==> src/rtl/cpu_bus_pkg.sv <==
// Shared types and constants for the CPU memory-port arbiter.
package cpu_bus_pkg;

  typedef enum logic {
    OWNER_INST = 1'b0,
    OWNER_DATA = 1'b1
  } owner_e;

  localparam logic [1:0] ST_FREE     = 2'd0;
  localparam logic [1:0] ST_LOCKED_I = 2'd1;
  localparam logic [1:0] ST_LOCKED_D = 2'd2;

  localparam logic [1:0] SIZE_B = 2'd0;
  localparam logic [1:0] SIZE_H = 2'd1;
  localparam logic [1:0] SIZE_W = 2'd2;

  typedef struct packed {
    logic        wr;
    logic [1:0]  size;
    logic [3:0]  wstrb;
    logic [31:0] addr;
    logic [31:0] wdata;
  } req_t;

endpackage

==> src/rtl/arb_owner_fifo.sv <==
// In-order owner tracking for accepted address phases; 1-bit entries, push and pop may coincide.
module arb_owner_fifo
  import cpu_bus_pkg::*;
#(
  parameter int DEPTH = 2
) (
  input  logic   clk,
  input  logic   rst_n,
  input  logic   push,
  input  owner_e push_owner,
  input  logic   pop,
  output logic   full,
  output logic   empty,
  output owner_e head
);

  localparam int PW = (DEPTH > 1) ? $clog2(DEPTH) : 1;
  localparam int CW = $clog2(DEPTH + 1);

  owner_e          mem_q [DEPTH];
  logic [PW-1:0]   rd_ptr_q, wr_ptr_q;
  logic [CW-1:0]   cnt_q;
  logic            do_push, do_pop;

  function automatic logic [PW-1:0] next_ptr(input logic [PW-1:0] p);
    if (p == PW'(DEPTH - 1)) return '0;
    return p + 1'b1;
  endfunction

  assign full    = (cnt_q == CW'(DEPTH));
  assign empty   = (cnt_q == '0);
  assign head    = mem_q[rd_ptr_q];
  assign do_pop  = pop & ~empty;
  // When full, the slot being written is the head being popped this cycle.
  assign do_push = push & (~full | do_pop);

  always_ff @(posedge clk or negedge rst_n) begin
    if (!rst_n) begin
      for (int i = 0; i < DEPTH; i++) mem_q[i] <= OWNER_INST;
      rd_ptr_q <= '0;
      wr_ptr_q <= '0;
      cnt_q    <= '0;
    end else begin
      if (do_push) begin
        mem_q[wr_ptr_q] <= push_owner;
        wr_ptr_q        <= next_ptr(wr_ptr_q);
      end
      if (do_pop) rd_ptr_q <= next_ptr(rd_ptr_q);
      case ({do_push, do_pop})
        2'b10:   cnt_q <= cnt_q + 1'b1;
        2'b01:   cnt_q <= cnt_q - 1'b1;
        default: cnt_q <= cnt_q;
      endcase
    end
  end

endmodule

==> src/rtl/cpu_bus_arbiter.sv <==
// Shares one SRAM-like port between fetch and data requesters; responses return in accept order.
// Fixed data priority by default; BUS_ARB_RR_EN selects round-robin on ties.
module cpu_bus_arbiter
  import cpu_bus_pkg::*;
#(
  parameter int MAX_OUTSTANDING = 2
) (
  input  logic        clk,
  input  logic        resetn,
  input  logic        inst_req,
  input  logic        inst_wr,
  input  logic [1:0]  inst_size,
  input  logic [3:0]  inst_wstrb,
  input  logic [31:0] inst_addr,
  input  logic [31:0] inst_wdata,
  output logic        inst_addr_ok,
  output logic        inst_data_ok,
  output logic [31:0] inst_rdata,
  input  logic        data_req,
  input  logic        data_wr,
  input  logic [1:0]  data_size,
  input  logic [3:0]  data_wstrb,
  input  logic [31:0] data_addr,
  input  logic [31:0] data_wdata,
  output logic        data_addr_ok,
  output logic        data_data_ok,
  output logic [31:0] data_rdata,
  output logic        bus_req,
  output logic        bus_wr,
  output logic [1:0]  bus_size,
  output logic [3:0]  bus_wstrb,
  output logic [31:0] bus_addr,
  output logic [31:0] bus_wdata,
  input  logic        bus_addr_ok,
  input  logic        bus_data_ok,
  input  logic [31:0] bus_rdata,
  output logic        protocol_err
);

  logic [1:0] state_q, state_d;
  logic       grant_vld;
  owner_e     grant_own;
  logic       fifo_full, fifo_empty;
  owner_e     fifo_head;
  logic       push, pop;
  logic       err_q, err_d;
  req_t       sel_req;
`ifdef BUS_ARB_RR_EN
  owner_e     last_q, last_d;
`endif

  always_comb begin
    grant_vld = 1'b0;
    grant_own = OWNER_INST;
    case (state_q)
      ST_LOCKED_I: grant_vld = 1'b1;
      ST_LOCKED_D: begin
        grant_vld = 1'b1;
        grant_own = OWNER_DATA;
      end
      default: begin
        if (!fifo_full && (inst_req || data_req)) begin
          grant_vld = 1'b1;
`ifdef BUS_ARB_RR_EN
          if (inst_req && data_req) begin
            if (last_q == OWNER_INST) grant_own = OWNER_DATA;
          end else if (data_req) begin
            grant_own = OWNER_DATA;
          end
`else
          if (data_req) grant_own = OWNER_DATA;
`endif
        end
      end
    endcase
    if (!resetn) grant_vld = 1'b0;
  end

  always_comb begin
    sel_req = '0;
    if (grant_vld) begin
      if (grant_own == OWNER_DATA)
        sel_req = '{wr: data_wr, size: data_size, wstrb: data_wstrb, addr: data_addr, wdata: data_wdata};
      else
        sel_req = '{wr: inst_wr, size: inst_size, wstrb: inst_wstrb, addr: inst_addr, wdata: inst_wdata};
    end
  end

  assign bus_req   = grant_vld;
  assign bus_wr    = sel_req.wr;
  assign bus_size  = sel_req.size;
  assign bus_wstrb = sel_req.wstrb;
  assign bus_addr  = sel_req.addr;
  assign bus_wdata = sel_req.wdata;

  assign push = grant_vld & bus_addr_ok;
  assign pop  = bus_data_ok & ~fifo_empty;

  assign inst_addr_ok = push & (grant_own == OWNER_INST);
  assign data_addr_ok = push & (grant_own == OWNER_DATA);
  assign inst_data_ok = pop & (fifo_head == OWNER_INST);
  assign data_data_ok = pop & (fifo_head == OWNER_DATA);
  assign inst_rdata   = bus_rdata;
  assign data_rdata   = bus_rdata;

  assign err_d        = err_q | (bus_data_ok & fifo_empty);
  assign protocol_err = err_q;

  always_comb begin
    state_d = state_q;
    case (state_q)
      ST_FREE: begin
        if (grant_vld && !bus_addr_ok)
          state_d = (grant_own == OWNER_DATA) ? ST_LOCKED_D : ST_LOCKED_I;
      end
      ST_LOCKED_I, ST_LOCKED_D: begin
        if (bus_addr_ok) state_d = ST_FREE;
      end
      default: state_d = ST_FREE;
    endcase
  end

`ifdef BUS_ARB_RR_EN
  always_comb begin
    last_d = last_q;
    if (push) last_d = grant_own;
  end
`endif

  always_ff @(posedge clk or negedge resetn) begin
    if (!resetn) begin
      state_q <= ST_FREE;
      err_q   <= 1'b0;
`ifdef BUS_ARB_RR_EN
      last_q  <= OWNER_INST;
`endif
    end else begin
      state_q <= state_d;
      err_q   <= err_d;
`ifdef BUS_ARB_RR_EN
      last_q  <= last_d;
`endif
    end
  end

  arb_owner_fifo #(
    .DEPTH(MAX_OUTSTANDING)
  ) u_owner_fifo (
    .clk       (clk),
    .rst_n     (resetn),
    .push      (push),
    .push_owner(grant_own),
    .pop       (pop),
    .full      (fifo_full),
    .empty     (fifo_empty),
    .head      (fifo_head)
  );

endmodule

==> config.mk <==
export PLATFORM = sky130hd
export DESIGN_NAME = cpu_bus_arbiter
export DESIGN_NICKNAME = d
export VERILOG_FILES = /design/src/rtl/cpu_bus_pkg.sv /design/src/rtl/arb_owner_fifo.sv /design/src/rtl/cpu_bus_arbiter.sv
export SDC_FILE = /design/constraint.sdc
export NUM_CORES = 1
export LEC_CHECK = 0
export ABC_AREA = 1
export ABC_CLOCK_PERIOD_IN_PS = 2300
export BUFFER_PORTS_ARGS = -buffer_cell sky130_fd_sc_hd__buf_2
export CELL_PAD_IN_SITES_DETAIL_PLACEMENT = 0
export CELL_PAD_IN_SITES_GLOBAL_PLACEMENT = 1
export CORE_AREA = 2 2 126 128
export CTS_BUF_LIST = sky130_fd_sc_hd__clkbuf_16
export DETAILED_ROUTE_END_ITERATION = 6
export DIE_AREA = 0 0 128 130
export PLACE_DENSITY = 0.81
export SLEW_MARGIN = 20
export SYNTH_ARGS = -nofsm -noshare
export SYNTH_HDL_FRONTEND = slang
export SYNTH_SLANG_ARGS = --single-unit
==> constraint.sdc <==
create_clock -name clk -period 2.3 [get_ports clk]
set_input_delay 0.23 -clock clk [delete_from_list [all_inputs] [get_ports clk]]
set_output_delay 0.23 -clock clk [all_outputs]
set_load 0.02 [all_outputs]
==> metrics.cfg, run 1 <==
[outcome]
status=complete, no violations

[detailed_routing]
totalWireLength_um=8260
vias=2711
wl_per_cell_um=11.6
drc_errors=0
vias_per_cell=3.80
drtIter0Drc=117
final_antenna_net_count=0
firstDrtPassIters=4

[timing]
timing_hold_violations_final=0
fin_skew_ns=0.000655
layout_setup_ws_ns=0.112
tightest_slew_ns=0.303
drv_slew=0
slew-limit-headroom_pct=79.8
timing.final.crit_period_ns=2.19
setup_viol_count_final=0
fmax_ghz=0.457
period_share_pct=95.1

[job]
maxCapViolCount=0

[floorplanning]
core_area_mm2=0.0154
die_area_mm2=0.0166
rows=46
dieWidth_um=128
start_util_pct=13.9
ios=321
fp.dieH_um=130

[setup_path]
r2r_end=u_owner_fifo.cnt_q[1]$_DFFE_PN0P_
worst_setup_path_start_kind=flop
path_delay_family=buffers and inverters
r2r_setup_slack_ns=0.35
cp_num_buf_inv=5
arrival_ns=1.96
path_max_fanout=36
cp_cell_sequence=inv_1 > ha_1 > inv_1 > nand3_2 > nand2_2 > inv_2 > buf_12 > nor2_1 > nor2_1 > buf_2
max_stage_delay_ns=0.33
critPathKind=reg -> out
r2r_cells=9
crit_required_ns=2.07
crit_slowest_cell=dfrtp_1
worstReg2RegStart=state_q[1]$_DFFE_PN0P_
cp-end-kind=output port

[finish]
fillCellCount=1807
syn_to_final_growth_pct=41.0
final_nets=705
multiInputGateArea_mm2=0.00116
seq_area_um2=225
postLayoutCoreUtil_pct=19.6
drive_gt1_share_pct=46.1

[yosys]
synth_common_cells=nor2_1 (149), buf_4 (64), o21ai_1 (59)
syn_inst=374
avgSynthCellArea_um2=5.72
ys_seq_area_share_pct=10.5
netlist.area_leader.share_pct=26.1
synth_warnings=0
syn_nets=557
ys.flop_type=dfrtp_1
async_reset_ff_share_pct=100
synth_area_mm2=0.00214
ys_top_cells_by_area=nor2_1 (26%), buf_4 (22%), o21ai_1 (14%)
synth_edf_count=0
yosys.area.top_type=nor2_1
synth.most_common_cell=nor2_1
yosys.cell_types.count=21
ys_ff_latch=9

[power]
powerDensity_mw_per_mm2=1130
p_leak_uw=0.00180
ir_drop_uv=542
p_total_uw=3410

[clocking]
insertion_delay_ns=0.24
cts_buffers=3
cts_tree=built
clk_pin_slew_ns=0.04
cts.sink_count=9
cts-root-buf=clkbuf_16
cts_buffer_depth=2
htreeDepth=1

[placement]
dp.final_hpwl_um=6680
io_buffers=224
place_ws_ns=0.220
place_congestion=0.698

[min_path]
hp-class=in -> reg
min_to=protocol_err$_DFF_PN0_
min_path_cells=3
min-delay-start=bus_data_ok

[grt]
track_usage_pct=9.04
gr-total-overflow=0
grt_pass1_wl_um=12100
grt_pass1_vias=2426
grt_max_degree=73
antenna_found_initial=1

==> cell type report <==
cell class                      count  share of cell area (%)
Multi-Input combinational cell    261                    38.6
Clock buffer                        3                    2.49
Sequential cell                     9                    7.47
Tap cell                          192                    7.96
Timing Repair Buffer              229                    40.1
Antenna cell                        1                  0.0830
Inverter                           18                    3.11
Clock inverter                      1                   0.124
==> what timing repair did <==
action	4_1_cts	5_1_grt
gates resized for setup	1	5
endpoints found under the hold margin	9	0
endpoints found under the setup margin	2	15
hold buffers	1	0
buffers inserted	0	0
==> routing by layer <==
metal	global-route usage, %	routed length, µm
met1	10.8	3470
met2	15.6	3780
met3	2.67	802
met4	3.10	210
met5	0	0
==> cell usage in the layout (no fill, tap or decap), types with 3 or more instances in the layout <==
cell	instances
o21ai_0	14
clkbuf_16	3
buf_12	4
nor2_1	148
dfrtp_1	9
buf_2	224
o21ai_1	59
o21bai_1	3
inv_1	16
ha_1	3
nand2_1	15
nand2_2	3
nand3_1	7
==> power breakdown <==
| part | total [µW] | switching [µW] | internal [µW] | leakage [µW] |
|---|---|---|---|---|
| Sequential | 278 | 47.4 | 230 | 0.000107 |
| Clock | 309 | 81.0 | 228 | 0.0000423 |
| Combinational | 2830 | 1890 | 939 | 0.00165 |
==> through the flow <==
stage / hold slack [ns] / area [µm²] / TNS [ns] / std cells
4_1_cts: 0.282 / 2990 / 0 / 713
5_1_grt: 0.338 / 3010 / -0.00301 / 713
6_report: 0.279 / 3020 / 0 / 714
3_3_place_gp: 0.131 / 2900 / 0 / 708
2_1_floorplan: -0.0656 / 2140 / 0 / 374
3_5_place_dp: 0.134 / 2900 / 0 / 708
==> tightest hold or removal path: stages <==
cell and delay, ns:
buf_2 0.10, inv_1 0.07, o21bai_1 0.07
==> flip-flops by register name (all words and copies together), names as in the netlist <==
| name | flops |
|---|---|
| u_owner_fifo.mem_q | 2 |
| u_owner_fifo.rd_ptr_q | 1 |
| u_owner_fifo.wr_ptr_q | 1 |
| state_q | 2 |
| protocol_err | 1 |
| u_owner_fifo.cnt_q | 2 |
==> worst max-delay path by stage <==
stage                                 from                                end  slack, ns  cells after the start
floorplan           state_q[1]$_DFFE_PN0P_  u_owner_fifo.cnt_q[1]$_DFFE_PN0P_       0.49                      9
global placement    state_q[0]$_DFFE_PN0P_                       bus_addr[28]       0.26                      9
detailed placement  state_q[0]$_DFFE_PN0P_                       bus_addr[28]       0.22                      9
CTS                 state_q[0]$_DFFE_PN0P_                       bus_addr[28]       0.06                      9
global route        state_q[1]$_DFFE_PN0P_                      bus_wdata[15]     -0.003                      9
finish              state_q[0]$_DFFE_PN0P_                      bus_wdata[11]       0.11                     10
==> cells by family after synthesis <==
kind of cell / count (synthesis) / share of synthesized area [%]
and+or+nand+nor: 177 / 32.6
buffers and inverters: 104 / 35.1
AOI/OAI and AO/OA: 77 / 18.4
DFF: 9 / 10.5
xor gates and xnor gates: 4 / 1.64
adders and majority gates: 3 / 1.75
No activity file was read; power rests on OpenSTA's default activity.
==> run 2: changes to the inputs <==
--- a/config.mk
+++ b/config.mk
@@ -15,7 +15,6 @@
 export DETAILED_ROUTE_END_ITERATION = 6
 export DIE_AREA = 0 0 128 130
 export PLACE_DENSITY = 0.81
-export SLEW_MARGIN = 20
 export SYNTH_ARGS = -nofsm -noshare
 export SYNTH_HDL_FRONTEND = slang
 export SYNTH_SLANG_ARGS = --single-unit
==> constraint.sdc (replaced) <==
create_clock -name clk -period 2.3 [get_ports clk]
set_input_delay 0.23 -clock clk [delete_from_list [all_inputs] [get_ports clk]]
set_output_delay 0.23 -clock clk [all_outputs]
set_load 0.05 [all_outputs]
==> run 2 against run 1 <==
Against the previous run:
- fmax grew 0.49%
- wire length grew 14%
- clock power is essentially flat
- count of clock-buffer cells in the layout is the same
- clock skew grew 0.00074 ns
- utilization grew 2.0 points
- global-route usage shrank 0.053 points
- final cell count grew 0.70%
- critical path depth is the same
- cell area grew 10%
==> metrics.cfg, run 2 (synthesized netlist as in run 1, its figures left out) <==
[outcome]
status=complete, no violations

[grt]
grt_pass1_wl_um=12100
gr-total-overflow=0
track_usage_pct=8.99
grt_pass1_vias=2422
antenna_found_initial=1
grt_max_degree=73

[timing]
fmax_ghz=0.459
slew-limit-headroom_pct=79.2
tightest_slew_ns=0.312
fin_skew_ns=0.00139
timing_hold_violations_final=0
holdWs_ns=0.288
setup_viol_count_final=0
layout_setup_ws_ns=0.122
rsz0062_at_grt=no
drv_slew=0
setup-tns-final_ns=0
period_share_pct=94.7
timing.final.crit_period_ns=2.18

[placement]
place_congestion=0.694
dp.final_hpwl_um=6820
place_ws_ns=0.273
placed_cell_area_mm2=0.00291
io_buffers=224

[min_path]
min_path_cells=3
hp-class=in -> reg
min-delay-start=bus_data_ok
min_to=protocol_err$_DFF_PN0_

[detailed_routing]
firstDrtPassIters=4
vias=2774
wl_per_cell_um=13.1
drc_errors=0
drtIter0Drc=71
totalWireLength_um=9410
final_antenna_net_count=0
vias_per_cell=3.86

[floorplanning]
start_util_pct=13.9
fp.dieH_um=130
core_area_mm2=0.0154
ios=321
rows=46
dieWidth_um=128
die_area_mm2=0.0166

[setup_path]
r2r_end=u_owner_fifo.cnt_q[1]$_DFFE_PN0P_
crit_required_ns=2.07
critPathKind=reg -> out
path_max_fanout=18
r2r_setup_slack_ns=0.40
worstReg2RegStart=state_q[1]$_DFFE_PN0P_
worst_setup_path_start_kind=flop
max_stage_delay_ns=0.36
cp_common_cell=nor2_1
arrival_ns=1.95
cp-end-kind=output port
crit_slowest_cell=dfrtp_1
cp_cell_sequence=inv_1 > ha_4 > inv_2 > nand3_2 > nand2_8 > inv_6 > buf_12 > nor2_1 > nor2_1 > clkbuf_4
r2r_cells=9

[clocking]
cts.sink_count=9
htreeDepth=1
clk_pin_slew_ns=0.04
cts-root-buf=clkbuf_16
cts_tree=built
cts_buffers=3
cts_buffer_depth=2
insertion_delay_ns=0.24

[finish]
final_cell_mix=buf_2 (165), nor2_1 (148), o21ai_1 (59)
largestRegisters=state_q x2, u_owner_fifo.cnt_q x2, u_owner_fifo.mem_q x2
syn_to_final_growth_pct=55.2
layout_commonest_cell=buf_2
final_nets=710
final_area_mm2=0.00332
drive_gt1_share_pct=47.1
fillCellCount=1803

[power]
powerDensity_mw_per_mm2=1520
p_leak_uw=0.00187
ir_drop_uv=702

[job]
maxCapViolCount=0

==> run 2: cell types whose count changed in the layout (fill, tap and decap cells not counted), moves of 4 or more <==
cell       before  now
clkbuf_16       3    7
buf_6           0    4
clkbuf_4        0   36
buf_4           0   20
buf_2         224  165
==> run 2: cell type report <==
cell class              count  area, µm²  share of cell area, %
flip-flops and latches      9        225                   6.78
clock buffers               3       75.1                   2.26
clock inverters             1       3.75                  0.113
well taps                 192        240                   7.23
inverters                  18       98.8                   2.98
repair buffers            234       1480                   44.6
multi-input cells         261       1190                   35.9
diodes                      1       2.50                 0.0754
==> run 2: metal layers <==
metal | up-vias | GRT usage, % | part of all wire [%]
met5 | - | 0 | 0
met4 | 0 | 2.91 | 2.2
met3 | 22 | 2.38 | 8.4
met2 | 145 | 16.0 | 47
met1 | 1188 | 10.5 | 42
li1 | 1419 | - | -
==> run 2: timing repair <==
action,4_1_cts,5_1_grt
hold buffers,1,0
buffers inserted,0,1
hold endpoints to repair,9,0
endpoints found under the setup margin,0,72
resized for setup,0,96
==> run 2: worst max-delay path by stage <==
stage,from,endpoint,slack [ns],cells past startpoint
after floorplan,state_q[0]$_DFFE_PN0P_,bus_addr[8],0.16,9
after global placement,state_q[0]$_DFFE_PN0P_,bus_addr[28],0.31,9
after detailed placement,state_q[1]$_DFFE_PN0P_,bus_addr[28],0.27,9
after CTS,state_q[1]$_DFFE_PN0P_,bus_addr[28],0.02,9
after global routing,state_q[0]$_DFFE_PN0P_,bus_addr[10],0.004,10
final,state_q[0]$_DFFE_PN0P_,bus_wdata[6],0.12,10
==> run 2: report_power, final <==
| group | total (µW) | switching (µW) | internal, µW | leakage, µW |
|---|---|---|---|---|
| combinational | 4470 | 3120 | 1350 | 0.00172 |
| clock | 306 | 78.4 | 227 | 0.0000423 |
| sequential | 280 | 49.3 | 231 | 0.000107 |
==> run 2: metrics by stage <==
| stage | utilization, % | power, µW | instances |
|---|---|---|---|
| CTS | 19.4 | 4500 | 713 |
| global placement | 18.9 | 4160 | 708 |
| finish | 21.5 | 5050 | 719 |
| floorplan | - | 3690 | 374 |
| detailed placement | 18.9 | 4180 | 708 |
| global route | 21.5 | 5420 | 718 |
==> run 2: worst max-delay path: cells and delay by family, from the launching register on <==
kind | cells | cell delay [ns]
buffers and inverters | 5 | 0.62
adder cells (fa/ha/maj) | 1 | 0.23
AND/OR/NAND/NOR | 4 | 0.48
flip-flops | 1 | 0.36
